### config.mk
export PLATFORM = sky130hd
export DESIGN_NAME = prbs_gen
export DESIGN_NICKNAME = d
export VERILOG_FILES = /design/src/rtl/prbs_gen.sv
export SDC_FILE = /design/constraint.sdc
export NUM_CORES = 1
export LEC_CHECK = 0
export BUFFER_PORTS_ARGS = -buffer_cell sky130_fd_sc_hd__buf_2
export CORE_ASPECT_RATIO = 0.5
export CORE_MARGIN = 2
export CORE_UTILIZATION = 40
export DETAILED_ROUTE_END_ITERATION = 10
export GPL_ROUTABILITY_DRIVEN = 1
export GPL_TIMING_DRIVEN = 1
export HOLD_SLACK_MARGIN = 0.15
export PLACE_DENSITY = 0.63
export SYNTH_ARGS = -nofsm -noshare
export SYNTH_HDL_FRONTEND = slang
export SYNTH_SLANG_ARGS = --single-unit
### constraint.sdc
create_clock -name CLK -period 6.8 [get_ports CLK]
set_input_delay 1.36 -clock CLK [delete_from_list [all_inputs] [get_ports CLK]]
set_output_delay 1.36 -clock CLK [all_outputs]
set_load 0.01 [all_outputs]
### src/rtl/prbs_gen.sv
// prbs_gen: framed PRBS word generator.
// A run sends an optional preamble, repeated n_rep times, and then prbs_len words
// from a Fibonacci LFSR. A prbs_len of 0 means the PRBS phase runs until stop.
// The LFSR advances DATA_W single steps on every accepted word.
// Optional build: defining PRBS_GEN_ERR_INJECT_EN adds the inj_err input.
// A pulse on inj_err flips bit 0 of the next PRBS word that is accepted.
// The LFSR sequence itself is not changed by an injected error.
//
// state      | meaning
// S_IDLE     | waiting for start, out_valid low
// S_PREAMBLE | presenting preamble words, most-significant word first
// S_PRBS     | presenting lfsr[DATA_W-1:0], stepping on each transfer
module prbs_gen #(
  parameter int DATA_W     = 8,
  parameter int LFSR_W     = 16,
  parameter int PREAMBLE_W = 32
) (
  input  logic                  CLK,
  input  logic                  RSTn,
  input  logic                  start,
  input  logic                  stop,
  input  logic [7:0]            n_rep,
  input  logic [15:0]           prbs_len,
  input  logic [PREAMBLE_W-1:0] preamble,
  input  logic [LFSR_W-1:0]     seed,
  input  logic [LFSR_W-1:0]     taps,
`ifdef PRBS_GEN_ERR_INJECT_EN
  input  logic                  inj_err,
`endif
  input  logic                  out_ready,
  output logic [DATA_W-1:0]     out_data,
  output logic                  out_valid,
  output logic                  busy,
  output logic                  in_preamble,
  output logic                  done
);

  localparam int NW  = PREAMBLE_W / DATA_W;
  localparam int WCW = $clog2(NW + 1);

  typedef enum logic [1:0] {S_IDLE, S_PREAMBLE, S_PRBS} state_t;

  state_t                state_q, state_d;
  logic [LFSR_W-1:0]     lfsr_q, lfsr_d;
  logic [LFSR_W-1:0]     taps_q, taps_d;
  logic [PREAMBLE_W-1:0] pre_q, pre_d;
  logic [7:0]            rep_left_q, rep_left_d;
  logic [WCW-1:0]        word_left_q, word_left_d;
  logic [15:0]           prbs_left_q, prbs_left_d;
  logic                  endless_q, endless_d;
  logic [DATA_W-1:0]     out_data_q, out_data_d;
  logic                  out_valid_q, out_valid_d;
  logic                  in_pre_q, in_pre_d;
  logic                  done_q, done_d;

  logic                  xfer;
  logic [LFSR_W-1:0]     seed_fix;
  logic [LFSR_W-1:0]     lfsr_nxt;
  logic [PREAMBLE_W-1:0] pre_rot;

  // Advance the LFSR by DATA_W single Fibonacci steps.
  function automatic logic [LFSR_W-1:0] lfsr_adv(input logic [LFSR_W-1:0] v,
                                                  input logic [LFSR_W-1:0] t);
    logic [LFSR_W-1:0] r;
    r = v;
    for (int i = 0; i < DATA_W; i++) begin
      r = {r[LFSR_W-2:0], ^(r & t)};
    end
    return r;
  endfunction

  assign xfer     = out_valid_q && out_ready;
  assign seed_fix = (seed == '0) ? LFSR_W'(1) : seed;
  assign lfsr_nxt = lfsr_adv(lfsr_q, taps_q);
  // Rotating the captured preamble left by one word brings the next word to the top.
  // After a full pass it is back in its original order, ready for the next repetition.
  assign pre_rot  = (pre_q << DATA_W) | (pre_q >> (PREAMBLE_W - DATA_W));

  // Next-state and registered-output computation for the sequencer.
  always_comb begin
    state_d     = state_q;
    lfsr_d      = lfsr_q;
    taps_d      = taps_q;
    pre_d       = pre_q;
    rep_left_d  = rep_left_q;
    word_left_d = word_left_q;
    prbs_left_d = prbs_left_q;
    endless_d   = endless_q;
    out_data_d  = out_data_q;
    out_valid_d = out_valid_q;
    in_pre_d    = in_pre_q;
    done_d      = 1'b0;

    case (state_q)
      S_IDLE: begin
        if (start) begin
          pre_d       = preamble;
          taps_d      = taps;
          lfsr_d      = seed_fix;
          endless_d   = (prbs_len == 16'd0);
          prbs_left_d = prbs_len;
          rep_left_d  = n_rep;
          word_left_d = WCW'(NW);
          out_valid_d = 1'b1;
          if (n_rep != 8'd0) begin
            state_d    = S_PREAMBLE;
            in_pre_d   = 1'b1;
            out_data_d = preamble[PREAMBLE_W-1 -: DATA_W];
          end else begin
            state_d    = S_PRBS;
            in_pre_d   = 1'b0;
            out_data_d = seed_fix[DATA_W-1:0];
          end
        end
      end
      S_PREAMBLE: begin
        if (xfer) begin
          pre_d = pre_rot;
          if (word_left_q == WCW'(1)) begin
            word_left_d = WCW'(NW);
            if (rep_left_q == 8'd1) begin
              rep_left_d = 8'd0;
              state_d    = S_PRBS;
              in_pre_d   = 1'b0;
              out_data_d = lfsr_q[DATA_W-1:0];
            end else begin
              rep_left_d = rep_left_q - 8'd1;
              out_data_d = pre_rot[PREAMBLE_W-1 -: DATA_W];
            end
          end else begin
            word_left_d = word_left_q - WCW'(1);
            out_data_d  = pre_rot[PREAMBLE_W-1 -: DATA_W];
          end
        end
      end
      S_PRBS: begin
        if (xfer) begin
          lfsr_d = lfsr_nxt;
          if (!endless_q && prbs_left_q == 16'd1) begin
            prbs_left_d = 16'd0;
            state_d     = S_IDLE;
            out_valid_d = 1'b0;
            out_data_d  = '0;
            done_d      = 1'b1;
          end else begin
            out_data_d = lfsr_nxt[DATA_W-1:0];
            if (!endless_q) prbs_left_d = prbs_left_q - 16'd1;
          end
        end
      end
      default: state_d = S_IDLE;
    endcase

    // Abort has priority over everything, including a start in the same cycle.
    if (stop) begin
      state_d     = S_IDLE;
      out_valid_d = 1'b0;
      out_data_d  = '0;
      in_pre_d    = 1'b0;
      done_d      = 1'b0;
      rep_left_d  = '0;
      word_left_d = '0;
      prbs_left_d = '0;
    end
  end

  // Sequencer state and registered outputs.
  always_ff @(posedge CLK or negedge RSTn) begin
    if (!RSTn) begin
      state_q     <= S_IDLE;
      lfsr_q      <= '0;
      taps_q      <= '0;
      pre_q       <= '0;
      rep_left_q  <= '0;
      word_left_q <= '0;
      prbs_left_q <= '0;
      endless_q   <= 1'b0;
      out_data_q  <= '0;
      out_valid_q <= 1'b0;
      in_pre_q    <= 1'b0;
      done_q      <= 1'b0;
    end else begin
      state_q     <= state_d;
      lfsr_q      <= lfsr_d;
      taps_q      <= taps_d;
      pre_q       <= pre_d;
      rep_left_q  <= rep_left_d;
      word_left_q <= word_left_d;
      prbs_left_q <= prbs_left_d;
      endless_q   <= endless_d;
      out_data_q  <= out_data_d;
      out_valid_q <= out_valid_d;
      in_pre_q    <= in_pre_d;
      done_q      <= done_d;
    end
  end

`ifdef PRBS_GEN_ERR_INJECT_EN
  logic inj_pend_q, inj_pend_d;

  // Hold a pending error until a PRBS word is accepted.
  // A new pulse that lands on a transfer edge applies to the following word.
  always_comb begin
    inj_pend_d = inj_pend_q;
    if (xfer && state_q == S_PRBS) inj_pend_d = 1'b0;
    if (state_d == S_IDLE)         inj_pend_d = 1'b0;
    if (inj_err)                   inj_pend_d = 1'b1;
  end

  // Pending-error flag.
  always_ff @(posedge CLK or negedge RSTn) begin
    if (!RSTn) inj_pend_q <= 1'b0;
    else       inj_pend_q <= inj_pend_d;
  end

  assign out_data = out_data_q ^ DATA_W'(inj_pend_q && state_q == S_PRBS);
`else
  assign out_data = out_data_q;
`endif

  assign out_valid   = out_valid_q;
  assign busy        = (state_q != S_IDLE);
  assign in_preamble = in_pre_q;
  assign done        = done_q;

endmodule

* Yosys cells after proc, flatten, opt, wreduce, memory -nomap -nowiden *
Index checks and enable logic that the tools add are counted.

storage, ports and cells
  register bits = 105
  input port bits = 93
  word-level logic and storage cells = 128

operators by class
  $add $sub $neg = 3
  equal/unequal tests = 15
  muxes and demuxes = 58
  bitwise gates (word level) = 9
  reduce and logical (&&, ||, !) cells = 31

operator list
  kind                                                                  number
  16-bit AND                                                            8
  16-bit two-way mux                                                    8
  16-bit parity                                                         8
  8-bit two-way mux                                                     13
  32-bit two-way mux                                                    2
  16-bit case mux with 2 select lines                                   2
  32-bit case mux with 2 select lines                                   1
  16-bit zero test                                                      2
  32-bit by 8-bit OR with 32-bit output                                 1
  8-bit case mux with 3 select lines                                    1
  3-bit != test, second input constant                                  6
  16-bit by 1-bit == test with 1-bit output, second input constant      1
  2-bit two-way mux                                                     8
  8-bit case mux with 2 select lines                                    1
  4-bit AND reduction                                                   4
  16-bit by 1-bit subtractor with 16-bit output, second input constant  1
  1-bit two-way mux                                                     14
  3-bit two-way mux                                                     4
  3-bit AND reduction                                                   3
  8-bit by 1-bit == test with 1-bit output, second input constant       1
  8-bit nonzero test                                                    1
  8-bit by 1-bit subtractor with 8-bit output, second input constant    1
  2-bit != test, second input constant                                  3
  2-bit case mux with 3 select lines                                    1
  other kinds (16)                                                      21

* Longest topological paths before layout *
Gate-level depths: netlist of the first run.

  word-level depth = 20
  mapped depth = 18
  mapped depth without buffers = 16

* Worst setup path after synthesis of the first run *
Ideal clock, no wire load.

  path type = register to register
  start point = register taps_q[10]
  end point = register lfsr_q[0]
  arrival time = 4.008 ns
  required time = 6.726 ns
  setup slack = 2.717 ns
  stages on the path, launching flop included = 17
  cells stage by stage = dfrtp_1 > buf_4 > nand2_1 > xnor2_1 > xnor3_1 > xnor3_2 > xnor3_2 > mux2i_1 > o22ai_1 > xor2_1 > nor2b_2 > xnor3_1 > xor3_1 > nor2_1 > xnor3_1 > mux2_2 > o21ai_2

on the way
  longest elaborated chain between the ends = 18

ends and longest elaborated chain
  item                                   RTL line  source
  from (decl)                            45        logic [LFSR_W-1:0] taps_q, taps_d;
  from (signal assigned)                 185       taps_q <= taps_d;
  16-bit AND                             67        r = {r[LFSR_W-2:0], ^(r & t)};
  16-bit parity                          67
  16-bit AND                             67
  16-bit parity                          67
  16-bit AND                             67
  16-bit parity                          67
  16-bit AND                             67
  16-bit parity                          67
  [... 2 more ...]                       -
  16-bit AND                             67
  16-bit parity                          67
  16-bit AND                             67
  16-bit parity                          67
  16-bit AND *                           67
  16-bit parity *                        67
  16-bit two-way mux *                   137       if (xfer) begin
  16-bit case mux with 2 select lines *  94        case (state_q)
  to (signal assigned)                   184       lfsr_q <= lfsr_d;
  to (decl)                              44        logic [LFSR_W-1:0] lfsr_q, lfsr_d;

Mark *: on every way between the ends. The rest lies on a longest branch, timed or not. The select of a mux whose other input is x is not followed.
A chain may end at the register's enable or synchronous reset.

* Worst setup path after layout of the first run *
  start point = register taps_q[9]
  end point = register out_data_q[0], in the netlist out_data[0]

on the way
  longest elaborated chain between the ends = 20

ends and longest elaborated chain
  item                                  RTL line  source
  16-bit AND                            67
  16-bit parity                         67
  16-bit AND                            67
  16-bit parity                         67
  16-bit AND                            67
  16-bit parity                         67
  16-bit AND                            67
  16-bit parity                         67
  [... 4 more ...]                      -
  16-bit AND                            67
  16-bit parity                         67
  16-bit AND *                          67
  16-bit parity *                       67
  8-bit two-way mux *                   139       if (!endless_q && prbs_left_q == 16'd1) begin
  8-bit two-way mux *                   137
  8-bit case mux with 3 select lines *  94
  8-bit two-way mux *                   155       if (stop) begin
  to (signal assigned)                  191       out_data_q <= out_data_d;
  to (decl)                             51        logic [DATA_W-1:0] out_data_q, out_data_d;

Marked as above.

==> flow_summary_export.csv, run 1 <==
group,metric,value,unit
die,initial_utilization,41.11,%
worst_setup_path,worstSetupStartpointType,"register",
timing,post-route-period-util,76.14,%
die,die_w,199.1,microns
worst_hold_path,hp-class,"reg2reg",
cells_and_area,fin_util,46.04,%
cells_and_area,drive_gt1_share,17.06,%
synth,synth_edf_count,0,
timing,hold_viol,0,
drt,routedWlPerCell,17.21,microns
synth,yosysTopAreaCellShare,34.50,%
synth,seq_area_frac_synth,34.50,%
clock_network,post_cts_buffers,0,
die,coreArea,18520,sq um
die,io_pins,105,
clock_network,clk_path_buf_depth,2,
synth,syn_inst,904,
synth,ys_warn_count,0,
placed_design,dpl.hpwl,15280,microns
synth,synth_seq_cells,105,
worst_setup_path,worstSetupPathType,"reg2reg",
drt,via_per_inst,5.319,
global_route,antenna_found_initial,1,
timing,setup_viol,0,
clock_network,htree_num_levels,3,
clock_network,cts_tree,"yes",
synth,yosysUniqueCellTypes,60,
cells_and_area,n_fill_cell,1810,
clock_network,cts-resized-gates,0,
synth,ys.flop_type,"dfrtp_1",
clock_network,cts.root.buffer_cell,"clkbuf_16",
synth,netlist_area,7616,sq um
job,drv_cap,0,
drt,drc,0,
status,status,"completed",
drt,routed_wirelength,21100,microns
synth,syn_avg_cell_area,8.425,sq um
clock_network,cts.clk_slew.worst_paths,0.07,ns
worst_setup_path,worstPathRequired,7.09,ns
global_route,grt_pass1_vias,6245,
timing,report.final.slew_viol_count,0,
timing,fin_setup_tns,0,ns
clock_network,clk_latency,0.37,ns
die,dieArea,20230,sq um
worst_setup_path,end_kind,"register",
drt,detail_route.iter0.violations,493,
clock_network,cts-hold-fix-buffers,0,
timing,slew_headroom,24.47,%
drt,antenna_left,0,
timing,fin_skew,0.01262,ns
placed_design,dpl.cell_count,1210,
global_route,grt_pass1_wl,33860,microns
cells_and_area,num-nets-final,1064,
drt,drt_pass1_iterations,5,
timing,period_needed,5.178,ns
timing,rsz0062_at_grt,"no",
timing,tightest_slew,1.129,ns
synth,ys_top_cells_by_area,"dfrtp_1 34%, xnor2_1 9.7%, nand2_1 8.9%",
placed_design,gp_congestion,0.9115,
synth,yosysTopAreaCell,"dfrtp_1",
synth,synth_nets,1006,
worst_setup_path,arrival,5.47,ns
global_route,overflow,0,
cells_and_area,layout_commonest_cell,"nand2_1",
worst_setup_path,cp_max_fo,15,
global_route,grt_max_degree,72,
global_route,grt_use_total,21.76,%
drt,vias,6521,
die,die_h,101.6,microns
placed_design,portBuffers,104,
timing,fmax,193.1,MHz
cells_and_area,n_antenna_cell,0,
cells_and_area,final_cells,1226,
clock_network,cts_buffers,9,
synth,synthArstFlopShare,100.0,%
cells_and_area,layout_common_cells,"180 x nand2_1, 105 x dfrtp_1, 103 x buf_2, 84 x nor2_1, 84 x xnor2_1",
cells_and_area,area_growth,11.98,%
clock_network,clock-sinks,105,
die,rows,35,
[sequential cells by signal (all words and copies together) (netlist names)]
name / flops
pre_q: 32
lfsr_q: 16
prbs_left_q: 16
taps_q: 16
out_data: 8
rep_left_q: 8
word_left_q: 3
state_q: 2
done: 1
endless_q: 1
in_preamble: 1
out_valid: 1
[cell usage after synthesis, types with 6 or more instances]
library cell,count
inv_1,17
o21ai_0,55
nor4_1,15
nand2_1,180
mux2_2,28
mux2i_1,47
nand2b_1,12
xnor3_1,7
buf_4,6
a211oi_1,6
nor2_1,84
nor3_1,10
clkbuf_1,30
xnor2_1,84
ha_1,9
buf_1,6
dfrtp_1,105
a21oi_1,67
buf_2,20
xor2_1,34
[path summary, 6_finish.rpt]
kind / start / endpoint / slack, ns / cells after the start
min reg2reg: out_data[1]$_DFFE_PN0P_ / out_data[1]$_DFFE_PN0P_ / 0.49 / 2
min in group asynchronous: RSTn / pre_q[3]$_DFFE_PN0P_ / 0.97 / 1
max: taps_q[9]$_DFFE_PN0P_ / out_data[0]$_DFFE_PN0P_ / 1.62 / 15
max reg2reg: taps_q[9]$_DFFE_PN0P_ / out_data[0]$_DFFE_PN0P_ / 1.62 / 15
min: out_data[1]$_DFFE_PN0P_ / out_data[1]$_DFFE_PN0P_ / 0.49 / 2
max in group asynchronous: RSTn / taps_q[1]$_DFFE_PN0P_ / 4.54 / 2
[stage by stage]
stage / setup WS [ns] / hold slack [ns] / instance area (sq um)
floorplan: 2.717 / 0.4497 / 7616
global placement: 1.943 / 0.4487 / 8234
detailed placement: 1.731 / 0.4614 / 8234
CTS: 1.669 / 0.4795 / 8528
global route: 1.188 / 0.5128 / 8528
finish: 1.622 / 0.4886 / 8528
[layout make-up]
class / count / area [sq um] / share of cell area [%]
clock inverter: 4 / 47.55 / 0.5575
clock buffer: 12 / 246.5 / 2.890
tap: 259 / 324.1 / 3.800
timing repair buffer: 109 / 560.5 / 6.573
inverter: 18 / 67.56 / 0.7923
multi-input combinational: 719 / 4654 / 54.58
sequential: 105 / 2628 / 30.81
[critical path, stage by stage, from the launching register on]
cell	delay (ns)
dfrtp_1	0.54
nand2_1	0.13
xor2_1	0.17
xnor2_1	0.15
xnor2_1	0.33
xor2_1	0.92
nand2_1	0.24
xnor2_1	0.43
a32oi_1	0.19
xnor2_1	0.33
xnor3_1	0.50
xor3_1	0.20
nor2_1	0.11
xnor3_1	0.44
o211ai_1	0.23
a32o_1	0.21
[metal layers]
| metal | track usage (%) | share of wire, % |
|---|---|---|
| met5 | 0 | 0 |
| met4 | 5.626 | 1.7 |
| met3 | 4.729 | 6.4 |
| met2 | 32.81 | 43 |
| met1 | 31.64 | 49 |
[kinds of logic (layout without fill, tap and decap cells)]
family	Yosys count	in the layout	synth area share, %
mux	75	75	10.32
xor+xnor	131	131	17.32
flops	105	105	34.50
buf+inv	80	143	4.567
compound gates	171	171	13.19
fa+ha+maj	9	9	1.479
simple gates	333	333	18.63
Power of run 1 is not shown: default switching activity piles up to over one toggle a cycle in this logic, so the estimate is an artifact.
==> inputs of run 2 (changes only) <==
Clock period 6.8 ns to 5.3 ns, I/O delays scaled along.
==> run 2 against run 1 <==
Hold slack worse by 0.0094 ns. Critical endpoint is now lfsr_q[0]$_DFFE_PN0P_. Clock skew is 0.0035 ns lower. Sequential share of layout area is 0.16 points lower. Largest cell class unchanged.
==> flow_summary_export.csv, run 2 (synthesized netlist as in run 1, its figures left out) <==
group,metric,value,unit
status,status,"completed",
drt,drt_pass1_iterations,5,
clock_network,post_cts_buffers,0,
cells_and_area,drive_gt1_share,17.44,%
drt,routed_wirelength,21550,microns
global_route,grt_pass1_vias,6218,
drt,routedWlPerCell,17.54,microns
global_route,antenna_found_initial,1,
job,drv_cap,0,
cells_and_area,fin_util,46.28,%
cells_and_area,regMostFlops,"pre_q",
worst_setup_path,worstSetupStartpointType,"register",
global_route,grt_max_degree,72,
worst_setup_path,end_kind,"register",
clock_network,cts_buffers,9,
timing,fin_skew,0.009147,ns
worst_setup_path,worstPathRequired,5.58,ns
worst_hold_path,hp-class,"reg2reg",
clock_network,cts-hold-fix-buffers,0,
placed_design,gp_congestion,0.8896,
worst_setup_path,cp_max_fo,11,
clock_network,cts.root.buffer_cell,"clkbuf_16",
clock_network,cts-resized-gates,0,
timing,hold_viol,0,
clock_network,htree_num_levels,3,
die,io_pins,105,
timing,report.final.slew_viol_count,0,
cells_and_area,area_growth,12.57,%
die,initial_utilization,41.11,%
clock_network,cts_tree,"yes",
drt,antenna_left,0,
die,die_h,101.6,microns
timing,setup_viol,0,
timing,tightest_slew,1.026,ns
clock_network,clk_latency,0.36,ns
die,die_w,199.1,microns
timing,fmax,213.6,MHz
cells_and_area,register_area,2628,sq um
worst_setup_path,worstSetupStartpoint,"lfsr_q[5]$_DFFE_PN0P_",
die,coreArea,18520,sq um
cells_and_area,largest_reg_flops,32,
global_route,grt_pass1_wl,34690,microns
worst_setup_path,timing.rr.start,"lfsr_q[5]$_DFFE_PN0P_",
global_route,grt_use_total,22.19,%
worst_setup_path,worstSetupPathType,"reg2reg",
cells_and_area,num-nets-final,1066,
clock_network,clk_path_buf_depth,2,
timing,post-route-period-util,88.33,%
cells_and_area,layout_commonest_cell,"nand2_1",
cells_and_area,layout_common_cells,"180 x nand2_1, 105 x dfrtp_1, 103 x buf_2, 84 x nor2_1, 84 x xnor2_1",
timing,slew_headroom,31.60,%
timing,rsz0062_at_grt,"no",
cells_and_area,n_fill_cell,1815,
timing,period_needed,4.681,ns
worst_setup_path,arrival,4.96,ns
clock_network,clock-sinks,105,
placed_design,dpl.hpwl,15300,microns
die,dieArea,20230,sq um
clock_network,cts.clk_slew.worst_paths,0.08,ns
worst_hold_path,hold_start,"out_data[1]$_DFFE_PN0P_",
drt,detail_route.iter0.violations,540,
cells_and_area,n_antenna_cell,0,
drt,vias,6569,
die,rows,35,
global_route,overflow,0,
cells_and_area,multiInputGateArea,4654,sq um
timing,fin_setup_tns,0,ns
drt,via_per_inst,5.349,
drt,drc,0,
placed_design,portBuffers,104,
[run 2: cell types whose count changed in the layout (fill, tap and decap cells not counted), sizes merged]
cell	delta
bufinv	+1
clkinvlp	+1
clkbuf	-2
buf	+2
[run 2: cell type report]
class                   instances  share of cell area [%]
clock buffers                  10                   2.788
clock inverters                 6                  0.9924
inverters                      18                  0.7881
multi-input cells             719                   54.29
flip-flops and latches        105                   30.65
well taps                     259                   3.780
repair buffers                111                   6.713
[run 2: final timing paths]
path / to / slack [ns] / cells past startpoint
max in group asynchronous: pre_q[5]$_DFFE_PN0P_ / 3.40 / 2
worst max-delay path: lfsr_q[0]$_DFFE_PN0P_ / 0.62 / 15
min in group asynchronous: rep_left_q[1]$_DFFE_PN0P_ / 0.84 / 1
worst max register to register: lfsr_q[0]$_DFFE_PN0P_ / 0.62 / 15
worst min register to register: out_data[1]$_DFFE_PN0P_ / 0.48 / 2
worst min-delay path: out_data[1]$_DFFE_PN0P_ / 0.48 / 2
[run 2: through the flow]
stage	area [sq um]	worst slack, ns	instances	hold slack (ns)
after CTS	8573	0.6454	1228	0.4820
final	8573	0.6186	1228	0.4791
after detailed placement	8249	0.6875	1212	0.4641
after global placement	8249	0.7661	1212	0.4583
after global routing	8573	0.3664	1228	0.5220
after floorplan	7616	1.217	904	0.4497
[run 2: layer usage]
metal	track usage (%)	wire, microns	up-vias	share of wire, %
li1	-	-	3167	-
met1	33.36	10760	3166	50
met2	32.94	9285	211	43
met3	4.229	1191	25	5.5
met4	4.765	304	0	1.4
met5	0	0	-	0
[run 2: critical path, cell delays in order (launching register included)]
cell and delay [ns]:
dfrtp_1 0.65, nand2_1 0.17, xnor2_2 0.17, xnor3_1 0.36
xnor3_2 0.37, xnor3_2 0.34, mux2i_1 0.14, o22ai_1 0.16
xor2_1 0.46, nor2b_2 0.10, xnor3_1 0.39, xor3_1 0.38
nor2_1 0.10, xnor3_1 0.42, mux2_2 0.28, o21ai_2 0.10
Power of run 2 is left out for the same reason.
